===== config.mk =====
export PLATFORM = sky130hd
export DESIGN_NAME = stopwatch_lap_ctrl_flat
export DESIGN_NICKNAME = d
export VERILOG_FILES = /design/src/rtl/stopwatch_lap_ctrl_pkg.sv /design/src/rtl/stopwatch_lap_ctrl_if.sv /design/src/rtl/stopwatch_lap_ctrl_btn_debounce.sv /design/src/rtl/stopwatch_lap_ctrl.sv /design/src/flat_wrapper.sv
export SDC_FILE = /design/constraint.sdc
export NUM_CORES = 1
export LEC_CHECK = 0
export ABC_AREA = 1
export BUFFER_PORTS_ARGS = -buffer_cell sky130_fd_sc_hd__buf_2
export CELL_PAD_IN_SITES_DETAIL_PLACEMENT = 2
export CELL_PAD_IN_SITES_GLOBAL_PLACEMENT = 2
export CORE_AREA = 2 2 144 146
export DETAILED_ROUTE_END_ITERATION = 10
export DIE_AREA = 0 0 146 148
export GPL_TIMING_DRIVEN = 0
export PLACE_DENSITY_LB_ADDON = 0.1
export SYNTH_ARGS = -nofsm -noshare
export SYNTH_HDL_FRONTEND = slang
export SYNTH_HIERARCHICAL = 1
export SYNTH_SLANG_ARGS = --single-unit

===== constraint.sdc =====
create_clock -name i_Clk -period 2.85 [get_ports i_Clk]
set_input_delay 0.285 -clock i_Clk [delete_from_list [all_inputs] [get_ports i_Clk]]
set_output_delay 0.285 -clock i_Clk [all_outputs]
set_load 0.1 [all_outputs]

===== src/rtl/stopwatch_lap_ctrl_pkg.sv =====
// Shared definitions for the stopwatch control slice.
//   state_e    : controller state encoding (IDLE=00, RUN=01, PAUSE=10)
//   TIME_W     : width of one BCD time sample (three digits)
//   LAP_DEPTH  : lap buffer entries (power of two)
//   PTR_W      : lap pointer width
//   DB_CNT_SIM : short debounce length used in simulation
package stopwatch_lap_ctrl_pkg;

  localparam int unsigned TIME_W     = 12;
  localparam int unsigned LAP_DEPTH  = 4;
  localparam int unsigned PTR_W      = $clog2(LAP_DEPTH);
  localparam int unsigned DB_CNT_SIM = 4;

  typedef enum logic [1:0] {
    StIdle  = 2'b00,
    StRun   = 2'b01,
    StPause = 2'b10
  } state_e;

endpackage


===== src/rtl/stopwatch_lap_ctrl_if.sv =====
// Button, time and status bundle between the board side and the controller.
//   i_fStart/i_fStop/i_fRecord : raw active-low buttons
//   i_Time                     : live BCD time from the counter
//   o_Run/o_Clr                : counter enable / clear
//   o_State                    : controller state
//   o_Lap/o_LapIdx/o_LapCnt    : displayed lap, its slot, valid lap count
// master = board/counter side, slave = controller.
interface stopwatch_lap_ctrl_if;
  import stopwatch_lap_ctrl_pkg::*;

  logic              i_fStart;
  logic              i_fStop;
  logic              i_fRecord;
  logic [TIME_W-1:0] i_Time;
  logic              o_Run;
  logic              o_Clr;
  logic [1:0]        o_State;
  logic [TIME_W-1:0] o_Lap;
  logic [PTR_W-1:0]  o_LapIdx;
  logic [2:0]        o_LapCnt;

  modport master (
    output i_fStart, i_fStop, i_fRecord, i_Time,
    input  o_Run, o_Clr, o_State, o_Lap, o_LapIdx, o_LapCnt
  );

  modport slave (
    input  i_fStart, i_fStop, i_fRecord, i_Time,
    output o_Run, o_Clr, o_State, o_Lap, o_LapIdx, o_LapCnt
  );

endinterface


===== src/rtl/stopwatch_lap_ctrl_btn_debounce.sv =====
// Button front end: 2-flop synchronizer, debounce counter and press pulse.
//   clk, rst_n : clock, asynchronous active-low reset
//   raw        : raw active-low button, asynchronous to clk
//   press      : one-cycle pulse when the accepted level falls 1->0
module stopwatch_lap_ctrl_btn_debounce #(
  parameter int unsigned DB_CNT = 2_000_000
) (
  input  logic clk,
  input  logic rst_n,
  input  logic raw,
  output logic press
);

  localparam int unsigned CntW = (DB_CNT > 1) ? $clog2(DB_CNT) : 1;
  localparam logic [CntW-1:0] CntMax = CntW'(DB_CNT - 1);

  logic            sync1_q, sync2_q;
  logic            level_q, level_d;
  logic [CntW-1:0] cnt_q, cnt_d;
  logic            press_q, press_d;

  always_comb begin
    level_d = level_q;
    cnt_d   = '0;
    press_d = 1'b0;
    // Count only while the synced level disagrees with the accepted one.
    if (sync2_q != level_q) begin
      if (cnt_q == CntMax) begin
        level_d = sync2_q;
        press_d = ~sync2_q;
      end else begin
        cnt_d = cnt_q + 1'b1;
      end
    end
  end

  always_ff @(posedge clk or negedge rst_n) begin
    if (!rst_n) begin
      sync1_q <= 1'b1;
      sync2_q <= 1'b1;
      level_q <= 1'b1;
      cnt_q   <= '0;
      press_q <= 1'b0;
    end else begin
      sync1_q <= raw;
      sync2_q <= sync1_q;
      level_q <= level_d;
      cnt_q   <= cnt_d;
      press_q <= press_d;
    end
  end

  assign press = press_q;

endmodule


===== src/rtl/stopwatch_lap_ctrl.sv =====
// Stopwatch control unit: button debouncing, IDLE/RUN/PAUSE sequencing and a
// circular lap buffer with a scroll pointer for review in PAUSE.
//   i_Clk : system clock
//   i_Rst : asynchronous active-low reset
//   bus   : buttons and live time in; run/clear, state and lap display out
// All outputs are registered.
module stopwatch_lap_ctrl
  import stopwatch_lap_ctrl_pkg::*;
#(
  parameter int unsigned DB_CNT = 2_000_000
) (
  input  logic                 i_Clk,
  input  logic                 i_Rst,
  stopwatch_lap_ctrl_if.slave  bus
);

  localparam logic [2:0] CntFull = 3'(LAP_DEPTH);

  logic start_ev, stop_ev, rec_ev;

  stopwatch_lap_ctrl_btn_debounce #(.DB_CNT(DB_CNT)) u_db_start (
    .clk   (i_Clk),
    .rst_n (i_Rst),
    .raw   (bus.i_fStart),
    .press (start_ev)
  );

  stopwatch_lap_ctrl_btn_debounce #(.DB_CNT(DB_CNT)) u_db_stop (
    .clk   (i_Clk),
    .rst_n (i_Rst),
    .raw   (bus.i_fStop),
    .press (stop_ev)
  );

  stopwatch_lap_ctrl_btn_debounce #(.DB_CNT(DB_CNT)) u_db_record (
    .clk   (i_Clk),
    .rst_n (i_Rst),
    .raw   (bus.i_fRecord),
    .press (rec_ev)
  );

  state_e            state_q, state_d;
  logic [PTR_W-1:0]  wp_q, wp_d;
  logic [PTR_W-1:0]  idx_q, idx_d;
  logic [2:0]        cnt_q, cnt_d;
  logic [2:0]        cnt_m1;
  logic [TIME_W-1:0] lap_q [LAP_DEPTH];
  logic [TIME_W-1:0] lap_d [LAP_DEPTH];
  logic [TIME_W-1:0] lap_out_q, lap_out_d;
  logic              run_q, run_d;
  logic              clr_q, clr_d;

  always_comb begin
    state_d = state_q;
    wp_d    = wp_q;
    idx_d   = idx_q;
    cnt_d   = cnt_q;
    lap_d   = lap_q;
    cnt_m1  = cnt_q - 3'd1;

    // Priority Stop > Start > Record; lower events in the same cycle are dropped.
    case (state_q)
      StIdle: begin
        wp_d  = '0;
        idx_d = '0;
        cnt_d = '0;
        if (!stop_ev && start_ev) begin
          state_d = StRun;
          idx_d   = '1; // newest slot is wp-1 with wp = 0
        end
      end
      StRun: begin
        if (stop_ev || start_ev) begin
          state_d = StPause; // idx already tracks wp-1, which is the entry view
        end else if (rec_ev) begin
          lap_d[wp_q] = bus.i_Time;
          wp_d        = wp_q + 1'b1;
          idx_d       = wp_q;
          cnt_d       = (cnt_q == CntFull) ? cnt_q : cnt_q + 3'd1;
        end
      end
      StPause: begin
        if (stop_ev) begin
          state_d = StIdle;
          wp_d    = '0;
          idx_d   = '0;
          cnt_d   = '0;
        end else if (start_ev) begin
          state_d = StRun;
          idx_d   = wp_q - 1'b1;
        end else if (rec_ev && cnt_q != 3'd0) begin
          // A partly filled buffer wraps within its valid slots only.
          if (cnt_q == CntFull || idx_q != '0) begin
            idx_d = idx_q - 1'b1;
          end else begin
            idx_d = cnt_m1[PTR_W-1:0];
          end
        end
      end
      default: begin
        state_d = StIdle;
        wp_d    = '0;
        idx_d   = '0;
        cnt_d   = '0;
      end
    endcase

    lap_out_d = (cnt_d == 3'd0) ? '0 : lap_d[idx_d];
    run_d     = (state_d == StRun);
    clr_d     = (state_d == StIdle);
  end

  always_ff @(posedge i_Clk or negedge i_Rst) begin
    if (!i_Rst) begin
      state_q   <= StIdle;
      wp_q      <= '0;
      idx_q     <= '0;
      cnt_q     <= '0;
      lap_out_q <= '0;
      run_q     <= 1'b0;
      clr_q     <= 1'b1;
      for (int i = 0; i < LAP_DEPTH; i++) begin
        lap_q[i] <= '0;
      end
    end else begin
      state_q   <= state_d;
      wp_q      <= wp_d;
      idx_q     <= idx_d;
      cnt_q     <= cnt_d;
      lap_out_q <= lap_out_d;
      run_q     <= run_d;
      clr_q     <= clr_d;
      for (int i = 0; i < LAP_DEPTH; i++) begin
        lap_q[i] <= lap_d[i];
      end
    end
  end

  assign bus.o_State  = state_q;
  assign bus.o_Run    = run_q;
  assign bus.o_Clr    = clr_q;
  assign bus.o_Lap    = lap_out_q;
  assign bus.o_LapIdx = idx_q;
  assign bus.o_LapCnt = cnt_q;

endmodule


===== src/flat_wrapper.sv =====
// flat-port wrapper written by rule: the top's interface ports become plain ports
module stopwatch_lap_ctrl_flat import stopwatch_lap_ctrl_pkg::*;
#(
  parameter int unsigned DB_CNT = 2_000_000
)
  (i_Clk, i_Rst, bus_i_fStart, bus_i_fStop, bus_i_fRecord, bus_i_Time, bus_o_Run, bus_o_Clr, bus_o_State, bus_o_Lap, bus_o_LapIdx, bus_o_LapCnt);
  stopwatch_lap_ctrl_if bus_i ();
  input  logic i_Clk;
  input  logic i_Rst;
  input wire logic [$bits(bus_i.i_fStart)-1:0] bus_i_fStart;
  input wire logic [$bits(bus_i.i_fStop)-1:0] bus_i_fStop;
  input wire logic [$bits(bus_i.i_fRecord)-1:0] bus_i_fRecord;
  input wire logic [$bits(bus_i.i_Time)-1:0] bus_i_Time;
  output wire logic [$bits(bus_i.o_Run)-1:0] bus_o_Run;
  output wire logic [$bits(bus_i.o_Clr)-1:0] bus_o_Clr;
  output wire logic [$bits(bus_i.o_State)-1:0] bus_o_State;
  output wire logic [$bits(bus_i.o_Lap)-1:0] bus_o_Lap;
  output wire logic [$bits(bus_i.o_LapIdx)-1:0] bus_o_LapIdx;
  output wire logic [$bits(bus_i.o_LapCnt)-1:0] bus_o_LapCnt;
  assign bus_i.i_fStart = bus_i_fStart;
  assign bus_i.i_fStop = bus_i_fStop;
  assign bus_i.i_fRecord = bus_i_fRecord;
  assign bus_i.i_Time = bus_i_Time;
  assign bus_o_Run = bus_i.o_Run;
  assign bus_o_Clr = bus_i.o_Clr;
  assign bus_o_State = bus_i.o_State;
  assign bus_o_Lap = bus_i.o_Lap;
  assign bus_o_LapIdx = bus_i.o_LapIdx;
  assign bus_o_LapCnt = bus_i.o_LapCnt;
  stopwatch_lap_ctrl #(.DB_CNT(DB_CNT)) u_core (.i_Clk(i_Clk), .i_Rst(i_Rst), .bus(bus_i));
endmodule

======== Word-level counts from Yosys, hierarchy flattened ========
Index checks and enable logic that the tools add are counted.
word-level totals
  bits of input ports ..................... 17
  register bits after elaboration ......... 146
  output and inout bits ................... 21
  word-level logic and storage cells ...... 114
operators by class
  $add $sub $neg .......................... 8
  order comparisons ....................... 3
  multiplexer cells ....................... 44
  bitwise gates (word level) .............. 5
  eq/ne operators ......................... 13
  reductions and logical operators ........ 15
operators by type and width
  kind                                                      number
  2-to-1 mux 48 bit                                         3
  2-to-1 mux 21 bit                                         6
  adder 21 x 1 -> 21 bit, second input constant             3
  == test 21 bit, second input constant                     3
  bitwise mux 48 bit                                        1
  2-to-1 mux 12 bit                                         4
  2-to-1 mux 2 bit                                          14
  binary-select mux 12 bit (select 2 bit)                   1
  demux 12 bit (select 2 bit)                               1
  2-to-1 mux 3 bit                                          4
  case mux 2 bit (3 select lines)                           2
  greater-or-equal comparator 3 bit, second input constant  2
  2-to-1 mux 1 bit                                          6
  inequality test 2 bit, second input constant              3
  NOT 2 -> 3 bit                                            2
  case mux 3 bit (2 select lines)                           1
  AND reduction 2 bit                                       3
  subtractor 2 x 1 -> 2 bit, second input constant          3
  == test 2 x 1 -> 1 bit, second input constant             2
  logical NOT 2 bit                                         2
  case mux 2 bit (2 select lines)                           1
  adder 3 x 1 -> 3 bit, second input constant               1
  == test 3 bit, second input constant                      1
  logical AND 1 bit                                         3
  11 further kinds                                          16

======== Logic depth before layout (Yosys ltp) ========
  depth in word-level cells ............... 13
  gate-level depth with buffers ........... 18
  depth with buffers taken out ............ 17

======== Cells and area by module ========
Netlist, hierarchy kept.
by module, submodules not included
  module                           cells an instance  sequential area each (µm²)  area each (µm²)  times used
  stopwatch_lap_ctrl_btn_debounce  172                629.4                       1331.3           3
  stopwatch_lap_ctrl               477                1778.0                      3659.8           1

======== Worst setup path after synthesis ========
OpenSTA, ideal clock, no wires.
  path kind ............................... flip-flop to flip-flop
  start point ............................. register u_core.cnt_q[0] (netlist: u_core/bus.o_LapCnt[0])
  end point ............................... register u_core.lap_out_q[5] (netlist: u_core/bus.o_Lap[5])
  buffers on the path ..................... 1
  stages on the path, launching flop included .. 18
  period minus slack after synthesis ...... 2.550 ns
  arrival ................................. 2.433 ns
  slack ................................... 0.300 ns
  required time ........................... 2.732 ns
  setup time .............................. 0.118 ns
  path through ............................ dfrtp_1 > inv_1 > ha_1 > nand2_1 > nand2_1 > nand2_1 > nand2_1 > nand2_1 > nand2_1 > nand2_1 > nand2_1 > nand2_1 > nand2_1 > nand2_1 > buf_2 > nand2_1 > nand2_1 > nor2_2
between the ends
  cells in the longest elaborated chain, start to end .. 12
  elaborated cells between the ends (all ways) .. 22
  those cells by class .................... 2 x add/sub; 1 x eq/ne; 14 x mux; 1 x bitwise; 4 x reduce/logical
ends and longest elaborated chain
  element                                                                             RTL line                   source
  from (decl)                                                                         stopwatch_lap_ctrl.sv:45   logic [2:0] cnt_q, cnt_d;
  from (signal assigned)                                                              stopwatch_lap_ctrl.sv:129  cnt_q <= cnt_d;
  parallel branches: the longest is 11 deep, another holds subtractor 2 x 1 -> 2 bit  --
  2-to-1 mux 12 bit (*)                                                               stopwatch_lap_ctrl.sv:108  lap_out_d = (cnt_d == 3'd0) ? '0 : lap_d[idx_d];
  named net u_core.lap_out_d[5]                                                       stopwatch_lap_ctrl.sv:49   logic [TIME_W-1:0] lap_out_q, lap_out_d;
  to (signal assigned)                                                                stopwatch_lap_ctrl.sv:130  lap_out_q <= lap_out_d;
  to (decl)                                                                           stopwatch_lap_ctrl.sv:49
Mark *: on every way through the listed nets, which the timed path passes. The select of a mux whose other input is x is not followed.
A chain may end at the register's enable or synchronous reset.

======== Worst setup path after layout ========
  start point ............................. register u_core.state_q[1] (netlist: u_core/bus.o_State[1])
  end point ............................... register u_core.lap_out_q[4] (netlist: u_core/bus.o_Lap[4])
between the ends
  cells in the longest elaborated chain, start to end .. 7
  elaborated cells between the ends (all ways) .. 12
  those cells by class .................... 2 x eq/ne; 7 x mux; 1 x bitwise; 2 x reduce/logical
ends and longest elaborated chain
  element                                               RTL line                   source
  from (decl)                                           stopwatch_lap_ctrl.sv:42   state_e state_q, state_d;
  from (signal assigned)                                stopwatch_lap_ctrl.sv:115  state_q <= StIdle;
  from (signal assigned)                                stopwatch_lap_ctrl.sv:126  state_q <= state_d;
  == test 2 bit (tied with other cells)                 stopwatch_lap_ctrl.sv:62   case (state_q)
  case mux 2 bit (3 select lines)                       stopwatch_lap_ctrl.sv:62
  NOT 2 -> 3 bit (not written as such)                  stopwatch_lap_ctrl.sv:108
  binary-select mux 12 bit (select 2 bit)               stopwatch_lap_ctrl.sv:108
  2-to-1 mux 12 bit (not written as such) (2 in a row)  stopwatch_lap_ctrl.sv:108
  2-to-1 mux 12 bit (*)                                 stopwatch_lap_ctrl.sv:108
  named net u_core.lap_out_d[4]                         stopwatch_lap_ctrl.sv:49
Mark *: on every way through the listed nets, which the timed path passes. The rest lies on a longest branch. The select of a mux whose other input is x is not followed.

==> impl_metrics.json <==
{
  "status": "completed",
  "area_growth_pct": 16.28,
  "numCtsBuffers": 17,
  "io_buffers": 37,
  "drc": 0,
  "ir_worst_vdd_v": 0.0004258,
  "fin_crit_sh": 0.8705,
  "crit_chain": "inv_1 > ha_1 > buf_2 > nand2_4 > nor2_8 > nand2_4 > clkbuf_1 > o21ai_0 > nand2_1 > nand2_1 > nand2_1 > nand2_1 > nor2_1",
  "io_pins": 38,
  "die_w_um": 146,
  "dieArea_mm2": 0.02161,
  "drv_slew": 0,
  "place_hpwl_um": 15680,
  "placed_cell_area_mm2": 0.008210,
  "first_pass_iters": 4,
  "avgSynthCellArea_um2": 7.708,
  "grt_pass1_vias": 7200,
  "min_to": "u_core/lap_q[31]$_DFF_PN0_",
  "cts-root-buf": "clkbuf_16",
  "die_y_um": 148,
  "fin_util": 0.4441,
  "clockBufferDepth": 2,
  "clock_sinks": 146,
  "cp_slowest_cell": "dfrtp_1",
  "cpMostUsedCell": "nand2_1",
  "path_buf_inv": 3,
  "fin_crit_ps": 2481,
  "switchingPower_mw": 1.062,
  "min_path_cells": 3,
  "cts_tree": "done",
  "yosys.area.top_type_share": 0.4447,
  "clockPowerShare": 0.528,
  "core_mm2": 0.02004,
  "yosysUniqueCellTypes": 33,
  "p_per_area_mw_per_mm2": 530.1,
  "endpoint_kind": "flop",
  "nFillCells": 2323,
  "maxSlewHeadroom": 0.5711,
  "yosysWarnings": 6,
  "arrival_ps": 2810,
  "hold_violations": 0,
  "finalSetupViolCount": 0,
  "fin_tns_setup_ps": 0,
  "drtIter0Drc": 164,
  "num_vias": 6488,
  "r2r_start": "u_core/bus.o_State[1]$_DFF_PN0_",
  "post_synth_inst_count": 993,
  "pwr-share-seq": 0.446,
  "path_class": "flop to flop",
  "final_area_mm2": 0.008900,
  "required_ps": 3170,
  "post-synth-top-area-cell": "dfrtp_1",
  "synthTopCellsByArea": "dfrtp_1, nand2_1, nor2_1",
  "rsz0062_at_grt": "no",
  "dp_cells": 1301,
  "instances_no_fill": 1338,
  "ys_ff_latch": 146,
  "grt_max_degree": 85,
  "p_comb_frac": 0.026,
  "path_clk_slew_ps": 70,
  "grt_pass1_wl_um": 37760,
  "gp_congestion": 0.7838,
  "fin_skew_ps": 9.236,
  "path_delay_family": "simple AND/OR/NAND/NOR gates",
  "min_from": "bus_i_Time[7]",
  "syn_area_mm2": 0.007654,
  "cp-start-kind": "flop",
  "cpPeakStageDelay_ps": 440,
  "grt_antenna_before_repair": 1,
  "layout-drive-gt1-share": 0.1406,
  "grt_usage": 0.2200,
  "post_drt_via_cell_ratio": 4.849,
  "timing.final.ws_setup_ps": 369.2,
  "wl_per_cell_um": 16.75,
  "total_power_mw": 4.718,
  "r2r-end": "u_core/bus.o_Lap[4]$_DFF_PN0_",
  "p_sw_frac": 0.2252,
  "r2r_slack_ps": 370,
  "hold_slack_ps": 127.0,
  "r2r_cells": 13,
  "overflow": 0,
  "clk_latency_ps": 430,
  "p_int_mw": 3.655,
  "routed_wl_um": 22410,
  "syn_nets": 1023,
  "max_freq_ghz": 0.4031,
  "initial_core_util": 0.3819,
  "worstPathMaxFanout": 10,
  "ant_nets": 0,
  "hold_path.class": "input port to flop",
  "worstMarginPinSlew_ps": 643.3,
  "yosysSeqAreaShare": 0.4790,
  "cap_violations": 0,
  "place_ws_ps": 380.5,
  "core.rowCount": 52,
  "leakage_nw": 4.703,
  "layout.nets": 1084,
  "h-tree-depth": 4
}
## how the worst max path moves through the flow
stage / end / slack (ps) / startpoint / depth (start not counted)
final: u_core/bus.o_Lap[4]$_DFF_PN0_ / 370 / u_core/bus.o_State[1]$_DFF_PN0_ / 13
after global placement: u_core/u_db_start/cnt_q[13]$_DFF_PN0_ / -820 / i_Rst / 1
after detailed placement: u_core/bus.o_Lap[7]$_DFF_PN0_ / 380 / u_core/bus.o_State[1]$_DFF_PN0_ / 13
after CTS: u_core/bus.o_Lap[7]$_DFF_PN0_ / 360 / u_core/bus.o_State[1]$_DFF_PN0_ / 13
after floorplan: u_core/bus.o_Lap[5]$_DFF_PN0_ / 300 / u_core/bus.o_LapCnt[0]$_DFF_PN0_ / 17
after global routing: u_core/bus.o_Lap[7]$_DFF_PN0_ / 110 / u_core/bus.o_State[1]$_DFF_PN0_ / 13
## worst register-to-register path, delay by kind of cell, from the launching register on
family	cells	cell delay, ps
AOI/OAI and AO/OA	1	360
adders and majority gates	1	140
buffers and inverters	3	660
DFF	1	440
and+or+nand+nor	8	770
## registers in the layout, indices dropped and copies added (netlist names), 2 cells and up
register	count
u_core/bus.o_Lap	12
u_core/bus.o_LapIdx	2
u_core/bus.o_LapCnt	3
u_core/lap_q	48
u_core/wp_q	2
u_core/u_db_record/cnt_q	21
u_core/u_db_start/cnt_q	21
u_core/u_db_stop/cnt_q	21
u_core/bus.o_State	2
## power by group through the flow
| stage | Combinational [mW] | Clock (mW) | Sequential (mW) |
|---|---|---|---|
| floorplan | 0.0376 | 0 | 2.14 |
| global route | 0.141 | 2.64 | 2.11 |
| detailed placement | 0.121 | 0 | 2.14 |
| CTS | 0.127 | 2.56 | 2.10 |
| global placement | 0.114 | 0 | 2.14 |
| finish | 0.121 | 2.49 | 2.10 |
## cells in the mapped netlist, drive strengths merged
library cell / number
a31oi: 2
xor2: 21
nand3: 60
dfrtp: 136
nor3: 7
inv: 157
or2: 1
dfstp: 10
nand4: 12
o21a: 3
ha: 13
xnor2: 6
nand2: 264
clkbuf: 3
nand3b: 1
a21oi: 26
buf: 14
o21ai: 74
nor2: 183
## placed cells by master (no fill, tap or decap), drive strengths merged
cell and count:
nand3b 1, nor2 183, diode 1, nor3 7, inv 164, dfstp 10
nand2 264, nand3 60, dfrtp 136, buf 52, ha 13, a21oi 26
o21ai 74, clkbuf 22, xnor2 6, xor2 21, clkinv 2, o21a 3
nand4 12, dlygate4sd3 4, or2 1, a31oi 2, bufinv 4
## layout make-up
| class | count | area (um^2) | area share |
|---|---|---|---|
| clock inverter | 13 | 193.9 | 0.02179 |
| tap | 270 | 337.8 | 0.03796 |
| buffer | 17 | 117.6 | 0.01322 |
| antenna | 1 | 2.502 | 0.0002812 |
| clock buffer | 19 | 452.9 | 0.05089 |
| inverter | 157 | 589.3 | 0.06622 |
| multi-input combinational | 673 | 3281 | 0.3686 |
| sequential | 146 | 3666 | 0.4119 |
| timing repair buffer | 42 | 259.0 | 0.02910 |
## logic make-up (layout without fill, tap and decap cells)
kind of cell               count (synthesis)  count (layout)  synth area share
adders and majority gates                 13              13           0.02125
DFF                                      146             146            0.4790
AOI/OAI and AO/OA                        105             105           0.07193
and+or+nand+nor                          528             528            0.3016
other                                      0               1                 0
xor gates and xnor gates                  27              27           0.03384
buffers and inverters                    174             248           0.09237
## repair_timing
item / CTS / global route
buffers inserted: 0 / 0
resized for setup: 0 / 0
hold endpoints to repair: 56 / 0
hold buffers: 4 / 0
## per-layer routing
metal	global-route usage	vias up	share of wire
met5	0	-	0
li1	-	3187	-
met1	0.2804	3225	0.47
met3	0.03488	22	0.018
met2	0.3910	54	0.50
met4	0.05728	0	0.013
Power figures use the tool's default switching activity.
